===== config.mk =====
export PLATFORM = sky130hd
export DESIGN_NAME = write_sink_fifo_flat
export DESIGN_NICKNAME = d
export VERILOG_FILES = /design/src/rtl/write_sink_if.sv /design/src/rtl/write_sink_fifo.sv /design/src/flat_wrapper.sv
export SDC_FILE = /design/constraint.sdc
export NUM_CORES = 1
export LEC_CHECK = 0
export ABC_AREA = 1
export ABC_CLOCK_PERIOD_IN_PS = 3500
export CORE_MARGIN = 1
export CORE_UTILIZATION = 59
export CTS_CLUSTER_SIZE = 30
export DETAILED_ROUTE_END_ITERATION = 10
export GPL_ROUTABILITY_DRIVEN = 0
export PLACE_DENSITY = 0.84
export SLEW_MARGIN = 20
export SYNTH_ARGS = -nofsm -noshare
export SYNTH_HDL_FRONTEND = slang
export SYNTH_SLANG_ARGS = --single-unit
export TNS_END_PERCENT = 30

===== constraint.sdc =====
create_clock -name clk -period 3.5 [get_ports clk]
set_input_delay 0.7 -clock clk [delete_from_list [all_inputs] [get_ports clk]]
set_output_delay 0.7 -clock clk [all_outputs]
set_load 0.05 [all_outputs]

===== src/rtl/write_sink_if.sv =====
// Write/read handshake bundle between a write source, write_sink_fifo and its downstream reader.
interface write_sink_if #(
  parameter int unsigned DATA_W = 8,
  parameter int unsigned DEPTH  = 4
);
  localparam int unsigned CNT_W = $clog2(DEPTH) + 1;

  logic              write_enable;
  logic [DATA_W-1:0] writedata;
  logic              full;
  logic              read_enable;
  logic [DATA_W-1:0] readdata;
  logic              readvalid;
  logic              empty;
  logic [CNT_W-1:0]  count;
  logic              overflow;
  logic              underflow;

  modport master (
    output write_enable, writedata, read_enable,
    input  full, readdata, readvalid, empty, count, overflow, underflow
  );

  modport slave (
    input  write_enable, writedata, read_enable,
    output full, readdata, readvalid, empty, count, overflow, underflow
  );
endinterface


===== src/rtl/write_sink_fifo.sv =====
// Small synchronous FIFO capturing accepted write words for a downstream reader.
// Optional WRITE_SINK_XCHECK_EN adds an X/Z check on accepted-side writedata and an xerr output.
module write_sink_fifo #(
  parameter int unsigned DATA_W = 8,
  parameter int unsigned DEPTH  = 4
) (
  input  logic          clk,
  input  logic          rst,
  write_sink_if.slave   bus
`ifdef WRITE_SINK_XCHECK_EN
  ,
  output logic          xerr
`endif
);
  localparam int unsigned CNT_W = $clog2(DEPTH) + 1;
  localparam int unsigned PTR_W = $clog2(DEPTH);

  logic [DATA_W-1:0] mem_q [DEPTH];
  logic [PTR_W-1:0]  wr_ptr_q, wr_ptr_d;
  logic [PTR_W-1:0]  rd_ptr_q, rd_ptr_d;
  logic [CNT_W-1:0]  count_q, count_d;
  logic              full_q, full_d;
  logic              empty_q, empty_d;
  logic [DATA_W-1:0] readdata_q, readdata_d;
  logic              readvalid_q, readvalid_d;
  logic              overflow_q, overflow_d;
  logic              underflow_q, underflow_d;
  logic              rd_acc;
  logic              wr_acc;

  // A read frees a slot in the same cycle, so a write while full is taken when paired with a read.
  always_comb begin
    rd_acc      = bus.read_enable & ~empty_q;
    wr_acc      = bus.write_enable & (~full_q | rd_acc);
    wr_ptr_d    = wr_ptr_q;
    rd_ptr_d    = rd_ptr_q;
    count_d     = count_q;
    readdata_d  = readdata_q;
    readvalid_d = 1'b0;
    overflow_d  = overflow_q | (bus.write_enable & ~wr_acc);
    underflow_d = underflow_q | (bus.read_enable & empty_q);

    if (wr_acc) wr_ptr_d = wr_ptr_q + PTR_W'(1);
    if (rd_acc) begin
      rd_ptr_d    = rd_ptr_q + PTR_W'(1);
      readdata_d  = mem_q[rd_ptr_q];
      readvalid_d = 1'b1;
    end

    case ({wr_acc, rd_acc})
      2'b10:   count_d = count_q + CNT_W'(1);
      2'b01:   count_d = count_q - CNT_W'(1);
      default: count_d = count_q;
    endcase

    empty_d = (count_d == CNT_W'(0));
    full_d  = (count_d == CNT_W'(DEPTH));
  end

  always_ff @(posedge clk) begin
    if (rst) begin
      wr_ptr_q    <= '0;
      rd_ptr_q    <= '0;
      count_q     <= '0;
      full_q      <= 1'b0;
      empty_q     <= 1'b1;
      readdata_q  <= '0;
      readvalid_q <= 1'b0;
      overflow_q  <= 1'b0;
      underflow_q <= 1'b0;
    end else begin
      wr_ptr_q    <= wr_ptr_d;
      rd_ptr_q    <= rd_ptr_d;
      count_q     <= count_d;
      full_q      <= full_d;
      empty_q     <= empty_d;
      readdata_q  <= readdata_d;
      readvalid_q <= readvalid_d;
      overflow_q  <= overflow_d;
      underflow_q <= underflow_d;
    end
  end

  // Storage needs no reset; only accepted words are ever read out.
  always_ff @(posedge clk) begin
    if (!rst && wr_acc) mem_q[wr_ptr_q] <= bus.writedata;
  end

  assign bus.full      = full_q;
  assign bus.empty     = empty_q;
  assign bus.count     = count_q;
  assign bus.readdata  = readdata_q;
  assign bus.readvalid = readvalid_q;
  assign bus.overflow  = overflow_q;
  assign bus.underflow = underflow_q;

`ifdef WRITE_SINK_XCHECK_EN
  logic xerr_q, xerr_d;
  logic x_in;

  always_comb begin
    x_in   = bus.write_enable && ((^bus.writedata) === 1'bx);
    xerr_d = xerr_q | x_in;
  end

  always_ff @(posedge clk) begin
    if (rst) begin
      xerr_q <= 1'b0;
    end else begin
      xerr_q <= xerr_d;
      if (x_in) $error("write_sink_fifo: X/Z on writedata with write_enable at %0t", $time);
    end
  end

  assign xerr = xerr_q;
`endif
endmodule


===== src/flat_wrapper.sv =====
// flat-port wrapper written by rule: the top's interface ports become plain ports
module write_sink_fifo_flat 
#(
  parameter int unsigned DATA_W = 8,
  parameter int unsigned DEPTH  = 4
)
  (clk, rst, bus_write_enable, bus_writedata, bus_read_enable, bus_full, bus_readdata, bus_readvalid, bus_empty, bus_count, bus_overflow, bus_underflow);
  write_sink_if #(.DATA_W(DATA_W), .DEPTH(DEPTH)) bus_i ();
  input  logic clk;
  input  logic rst;
  input wire logic [$bits(bus_i.write_enable)-1:0] bus_write_enable;
  input wire logic [$bits(bus_i.writedata)-1:0] bus_writedata;
  input wire logic [$bits(bus_i.read_enable)-1:0] bus_read_enable;
  output wire logic [$bits(bus_i.full)-1:0] bus_full;
  output wire logic [$bits(bus_i.readdata)-1:0] bus_readdata;
  output wire logic [$bits(bus_i.readvalid)-1:0] bus_readvalid;
  output wire logic [$bits(bus_i.empty)-1:0] bus_empty;
  output wire logic [$bits(bus_i.count)-1:0] bus_count;
  output wire logic [$bits(bus_i.overflow)-1:0] bus_overflow;
  output wire logic [$bits(bus_i.underflow)-1:0] bus_underflow;
  assign bus_i.write_enable = bus_write_enable;
  assign bus_i.writedata = bus_writedata;
  assign bus_i.read_enable = bus_read_enable;
  assign bus_full = bus_i.full;
  assign bus_readdata = bus_i.readdata;
  assign bus_readvalid = bus_i.readvalid;
  assign bus_empty = bus_i.empty;
  assign bus_count = bus_i.count;
  assign bus_overflow = bus_i.overflow;
  assign bus_underflow = bus_i.underflow;
  write_sink_fifo #(.DATA_W(DATA_W), .DEPTH(DEPTH)) u_core (.clk(clk), .rst(rst), .bus(bus_i));
endmodule

# --- Word-level counts from Yosys, hierarchy flattened ---
# Memory sizes are Yosys's and may differ from the RTL's. A register that Yosys moved wholly into a read port is not among the register bits.
# Index checks and enable logic that the tools add are counted.
# Widths: inputs -> output; s select.
totals:
  ramBits: 32
  reg_bits: 12
  mem_count: 1
  input_bits: 12
classes:
  eq_ne: 3
  n_addsub: 4
  n_reduce_logical: 3
  bitwise: 10
  muxes: 4
mem_list:
  columns: ["name", "words", "word_bits", "rd", "rd_clocked_by_memory_dff", "write_ports", "line_no", "source"]
  rows:
  - ["u_core.mem_q", 4, 8, 1, 1, 1, "write_sink_fifo.sv:18", "logic [DATA_W-1:0] mem_q [DEPTH];"]
op_table:
  columns: ["op", "count"]
  rows:
  - ["$pmux 3 s2", 1]
  - ["$add 2x1->2 const B", 2]
  - ["$and 1x1->1", 4]
  - ["$add 3x1->3 const B", 1]
  - ["$eq 3x3->1 const B", 1]
  - ["$logic_not 3->1", 1]
  - ["$mux 1", 3]
  - ["$not 1->1", 3]
  - ["$or 1x1->1", 3]
  - ["$sub 3x1->3 const B", 1]
  - ["$eq 2x1->1 const B", 1]
  - ["$eq 2x2->1 const B", 1]
  - ["$logic_and 1x1->1", 1]
  - ["$logic_not 1->1", 1]

# --- Logic depth before layout (Yosys ltp) ---
depth:
  word_depth: 7
  ltp_mapped: 13
  depth_no_buf: 13

# --- Worst setup path before layout ---
# No wires, ideal clock.
synth_timing:
  kind: "reg2reg"
  start: "register u_core.empty_q, in the netlist u_core.bus.empty"
  end: "register u_core.full_q, in the netlist u_core.bus.full"
  slack_ns: 1.410
  stages_incl_launch_ff: 12
  path_buffers: 1
  period_less_slack_ns: 2.090
  arrival_time_ns: 2.025
  path_cell_list: "dfxtp_1 -> inv_2 -> nand2_2 -> inv_4 -> buf_6 -> ha_1 -> fa_1 -> nand2_1 -> nand2_1 -> nor2_1 -> inv_1 -> nor2_1"
synth_via:
  elab_chain_len: 7
  elab_cells_between_ends: 8
  classes_between: "eq/ne: 3; mux: 1; bitwise: 4"
synth_lines:
  columns: ["element", "line_no", "source"]
  rows:
  - ["from (decl)", "write_sink_fifo.sv:23", "logic empty_q, empty_d;"]
  - ["from (signal assigned)", "write_sink_fifo.sv:76", "empty_q <= empty_d;"]
  - ["$not 1->1 *", "write_sink_fifo.sv:33", "rd_acc = bus.read_enable & ~empty_q;"]
  - ["$and 1x1->1 *", "write_sink_fifo.sv:33", null]
  - ["via u_core.rd_acc", "write_sink_fifo.sv:28", "logic rd_acc;"]
  - ["$or 1x1->1", "write_sink_fifo.sv:34", "wr_acc = bus.write_enable & (~full_q | rd_acc);"]
  - ["$and 1x1->1", "write_sink_fifo.sv:34", null]
  - ["$eq 2x1->1 or $eq 2x2->1 (tied branches)", "write_sink_fifo.sv:50", "case ({wr_acc, rd_acc})"]
  - ["$pmux 3 s2 *", "write_sink_fifo.sv:50", null]
  - ["$eq 3x3->1 *", "write_sink_fifo.sv:57", "full_d = (count_d == CNT_W'(DEPTH));"]
  - ["to (signal assigned)", "write_sink_fifo.sv:75", "full_q <= full_d;"]
  - ["to (decl)", "write_sink_fifo.sv:22", "logic full_q, full_d;"]
# The timed path passes the listed nets; every way through them passes the cells marked *.
# A chain may end at the register's enable or synchronous reset.

# --- Worst setup path after layout ---
layout_timing:
  start: "input port bus_read_enable"
  end: "register u_core.full_q, in the netlist u_core.bus.full"
layout_via:
  elab_chain_len: 6
  elab_cells_between_ends: 7
  classes_between: "eq/ne: 3; mux: 1; bitwise: 3"
layout_lines:
  columns: ["element", "line_no", "source"]
  rows:
  - ["from (decl)", "flat_wrapper.sv:13", "input wire logic [$bits(bus_i.read_enable)-1:0] bus_read_enable;"]
  - ["$and 1x1->1 *", "write_sink_fifo.sv:33", null]
  - ["$or 1x1->1", "write_sink_fifo.sv:34", null]
  - ["$and 1x1->1", "write_sink_fifo.sv:34", null]
  - ["$eq 2x1->1 or $eq 2x2->1 (tied branches)", "write_sink_fifo.sv:50", null]
  - ["$pmux 3 s2 *", "write_sink_fifo.sv:50", null]
  - ["$eq 3x3->1 *", "write_sink_fifo.sv:57", null]
# Mark *: on every way between the ends. The rest lies on a longest branch, timed or not.

==> impl_results.rst <==
.. list-table::
   :header-rows: 1

   * - Metric
     - Value
   * - Nature of the critical path startpoint
     - input pin
   * - Num rows
     - 22
   * - Maximum clock frequency
     - 0.423 GHz
   * - Number of pins with negative max-slew slack in the final report
     - 0
   * - Top cell type's share of synthesized area
     - 0.421
   * - Portion of the post-synthesis area used by sequential elements
     - 0.596
   * - Number of gates resized after CTS
     - 0
   * - Pre-Repair DR Iteration Count
     - 4
   * - Number of sinks handled by clock tree synthesis
     - 52
   * - Global Route Usage Sum
     - 0.225
   * - Number of library cell types mapped by synthesis
     - 23
   * - CP cell instances
     - clkdlybuf4s50_1 -> nand2_2 -> inv_4 -> ha_1 -> fa_1 -> nand2_1 -> nand2_1 -> nor2_1 -> inv_1 -> nor2_1
   * - Register-to-register path setup slack
     - 1.65 ns
   * - Die Y
     - 64.2 µm
   * - Post-CTS Hold Buffers
     - 0
   * - Number of ports placed on the die boundary
     - 28
   * - R2R cell count
     - 11
   * - Internal power consumption
     - 1.15 mW
   * - Max incr delay on CP
     - 0.50 ns
   * - Count of yosys warnings during synthesis
     - 0
   * - Number of filler instances in the final layout
     - 278
   * - Part of the power in registers
     - 0.445
   * - Mean post-synth cell area
     - 9.47 µm²
   * - WS Path Type
     - input pin to flop
   * - Clock Tree Buf Depth
     - 2
   * - Maximum number of pins on one net before global-route repair
     - 20
   * - Clock-pin slew on the worst setup and hold paths
     - 0.09 ns
   * - Start of the worst register-to-register path
     - u_core.bus.empty
   * - Synthesized instance count
     - 241
   * - Transition at the pin with the smallest max-transition slack
     - 0.798 ns
   * - Synth area leaders
     - sky130_fd_sc_hd__edfxtp_1 42%, sky130_fd_sc_hd__dfxtp_1 18%, sky130_fd_sc_hd__nand2_1 10%, sky130_fd_sc_hd__inv_1 6.6%, sky130_fd_sc_hd__nor2_1 5.1%
   * - Worst path buffer plus inverter count
     - 3
   * - Mapped Nets
     - 259
   * - Netlist area before placement
     - 2280 µm²
   * - Post-route standard cell area excluding fillers
     - 2720 µm²
   * - Hold path start
     - u_core.bus.overflow
   * - Clk_lat worst skew
     - 0.31 ns
   * - CP Max Fanout
     - 19
   * - Static leakage
     - 1.19 nW
   * - Rel. slew slack
     - 0.467
   * - Max-cap check violation count
     - 0
   * - Growth of design area from synthesis to finish
     - 19.0%
   * - IO buf count
     - 27
   * - Finish-stage setup viols
     - 0
   * - Core outline area
     - 3690 µm²
   * - Die outline area
     - 4120 µm²
   * - Number of failing hold endpoints at the final stage
     - 0
   * - Cell at the root of the clock tree
     - sky130_fd_sc_hd__clkbuf_8
   * - Layout cell share with drive strength beyond 1
     - 0.135
   * - Starting density of the core
     - 0.619
   * - First-pass GRT wire length
     - 6720 µm
   * - Switching power share of the total
     - 0.343
   * - Post-synthesis cell type with the largest combined area
     - sky130_fd_sc_hd__edfxtp_1
   * - Htree depth
     - 2
   * - Data arrival, critical path
     - 2.61 ns
   * - Sum of routed wire length over all layers
     - 4000 µm
   * - Half-perimeter wire length of the detailed placement result
     - 2810 µm
   * - CP top delay family
     - buffers and inverters
   * - Part of the total power dissipated in the clock network
     - 0.250
   * - X dimension of the die
     - 64.2 µm
   * - CP Data Required Time
     - 3.75 ns
   * - Switching pwr
     - 0.598 mW
   * - Post-placement cell area
     - 2590 µm²
   * - Final routed DRC violation total
     - 0
   * - Worst-case clock skew
     - 0.0107 ns
   * - Hold/Removal Path Class
     - flop to flop
   * - Setup total negative slack
     - 0 ns
   * - TritonCTS clock tree
     - done
   * - Kind of end point of the critical path
     - flop
   * - Vias in the first global route
     - 1495
   * - Ant diodes
     - 0
   * - Vias after detailed routing
     - 1581
   * - IR Drop Worst-Case VDD
     - 0.000333 V
   * - Final critical delay including setup and external delays
     - 2.36 ns
   * - Final ANT Viol Nets
     - 0
   * - Number of setup buffers added after CTS
     - 0
   * - Launch point of the critical path
     - bus_read_enable
   * - Final worst path period share
     - 0.675
   * - Post-layout net count
     - 291
   * - Inserted Clock Buffers
     - 5
   * - Critical R2R Capture
     - u_core.bus.full
   * - CP max-delay cell
     - sky130_fd_sc_hd__clkdlybuf4s50_1
   * - Average wire per standard cell
     - 12.4 µm
   * - Via count normalized by instance count
     - 4.91
   * - Number of antenna violations at the first check in global routing
     - 0
   * - Total number of cells along the worst setup path
     - 10
   * - Seq cells post-synth
     - 52
   * - PwrDens
     - 642 nW/µm²
   * - Unrepaired setup endpoints after global routing
     - false
   * - 1st-iter DRT viols
     - 112
   * - Combinational group share of total power
     - 0.305
   * - Result of the run
     - finished clean
   * - Capturing instance or port of the critical path
     - u_core.bus.full
   * - Final global-route overflow total
     - 0
[layout by cell type, fill, tap and decap left out]
cell | synthesis | routed
sky130_fd_sc_hd__o21ai_0 | 2 | 2
sky130_fd_sc_hd__nand2_1 | 62 | 62
sky130_fd_sc_hd__inv_2 | 3 | 3
sky130_fd_sc_hd__xnor2_1 | 1 | 1
sky130_fd_sc_hd__bufinv_16 | 0 | 1
sky130_fd_sc_hd__o21ai_2 | 1 | 1
sky130_fd_sc_hd__nand4_1 | 1 | 1
sky130_fd_sc_hd__inv_1 | 40 | 40
sky130_fd_sc_hd__edfxtp_1 | 32 | 32
sky130_fd_sc_hd__nand3_1 | 12 | 12
sky130_fd_sc_hd__clkbuf_8 | 0 | 7
sky130_fd_sc_hd__a21oi_1 | 3 | 3
sky130_fd_sc_hd__nand2_2 | 10 | 10
sky130_fd_sc_hd__clkdlybuf4s50_1 | 0 | 27
sky130_fd_sc_hd__inv_6 | 1 | 1
sky130_fd_sc_hd__fa_1 | 1 | 1
sky130_fd_sc_hd__buf_4 | 2 | 5
sky130_fd_sc_hd__dfxtp_1 | 20 | 20
sky130_fd_sc_hd__inv_4 | 1 | 1
sky130_fd_sc_hd__ha_1 | 5 | 5
sky130_fd_sc_hd__nand3_2 | 8 | 8
sky130_fd_sc_hd__nor2_1 | 31 | 31
[per-layer routing]
metal / track usage / wire [µm] / vias to the layer above
met5: 0 / 0 / -
met4: 0.108 / 70 / 0
met3: 0.0607 / 218 / 10
met2: 0.376 / 2010 / 59
met1: 0.267 / 1710 / 712
li1: - / - / 800
[tightest hold or removal path: cells and delay by family (launching register included)]
family	cells	cell delay, ns
compound gates	1	0.06
buf+inv	1	0.05
flops	1	0.32
[power groups by stage]
stage | logic (mW) | clock network (mW) | registers [mW]
floorplan | 0.262 | 0 | 0.915
global placement | 0.514 | 0 | 0.786
detailed placement | 0.531 | 0 | 0.790
CTS | 0.534 | 0.441 | 0.777
global route | 0.585 | 0.467 | 0.785
finish | 0.532 | 0.435 | 0.776
[cells by family (layout without fill, tap and decap cells)]
kind of cell / after synthesis / after routing / share of synthesized area
simple gates: 124 / 124 / 0.245
flops: 52 / 52 / 0.596
buf+inv: 52 / 85 / 0.104
fa+ha+maj: 6 / 6 / 0.0362
compound gates: 6 / 6 / 0.0148
xor+xnor: 1 / 1 / 0.00384
[stage by stage]
stage / setup slack [ns] / hold slack [ns] / std cells / power (mW) / util
2_1_floorplan: 1.41 / 0.500 / 241 / 1.18 / -
3_3_place_gp: 0.892 / 0.436 / 314 / 1.30 / 0.702
3_5_place_dp: 0.843 / 0.459 / 314 / 1.32 / 0.702
4_1_cts: 1.15 / 0.472 / 322 / 1.75 / 0.736
5_1_grt: 0.958 / 0.495 / 322 / 1.84 / 0.736
6_report: 1.14 / 0.470 / 322 / 1.74 / 0.736
[cells in the mapped netlist]
cell type                  number
sky130_fd_sc_hd__a21oi_1        3
sky130_fd_sc_hd__buf_2          1
sky130_fd_sc_hd__buf_4          2
sky130_fd_sc_hd__buf_6          2
sky130_fd_sc_hd__buf_8          1
sky130_fd_sc_hd__clkbuf_1       1
sky130_fd_sc_hd__dfxtp_1       20
sky130_fd_sc_hd__edfxtp_1      32
sky130_fd_sc_hd__fa_1           1
sky130_fd_sc_hd__ha_1           5
sky130_fd_sc_hd__inv_1         40
sky130_fd_sc_hd__inv_2          3
sky130_fd_sc_hd__inv_4          1
sky130_fd_sc_hd__inv_6          1
sky130_fd_sc_hd__nand2_1       62
sky130_fd_sc_hd__nand2_2       10
sky130_fd_sc_hd__nand3_1       12
sky130_fd_sc_hd__nand3_2        8
sky130_fd_sc_hd__nand4_1        1
sky130_fd_sc_hd__nor2_1        31
sky130_fd_sc_hd__o21ai_0        2
sky130_fd_sc_hd__o21ai_2        1
sky130_fd_sc_hd__xnor2_1        1
[how the worst min path moves through the flow]
stage / endpoint / slack (ns) / cells after the start
finish: u_core.bus.overflow / 0.47 / 2
global route: u_core.bus.overflow / 0.49 / 2
CTS: u_core.bus.overflow / 0.47 / 2
detailed placement: u_core.bus.overflow / 0.46 / 2
global placement: u_core.bus.overflow / 0.44 / 2
floorplan: u_core.wr_ptr_q[1] / 0.50 / 2
[sequential cells by signal, indices dropped and copies added (netlist names)]
signal and cells:
u_core.mem_q 32, u_core.bus.readdata 8, u_core.bus.count 3, u_core.rd_ptr_q 2, u_core.wr_ptr_q 2, u_core.bus.empty 1, u_core.bus.full 1, u_core.bus.overflow 1
u_core.bus.readvalid 1, u_core.bus.underflow 1
[layout make-up]
type,instances,area [µm²],area share
tap,48,60.1,0.0221
inverter,45,176,0.0650
clock buffer,7,96.3,0.0355
clock inverter,1,30.0,0.0111
multi-input combinational,137,683,0.252
timing repair buffer,32,308,0.113
sequential,52,1360,0.501
Power figures use the tool's default switching activity.
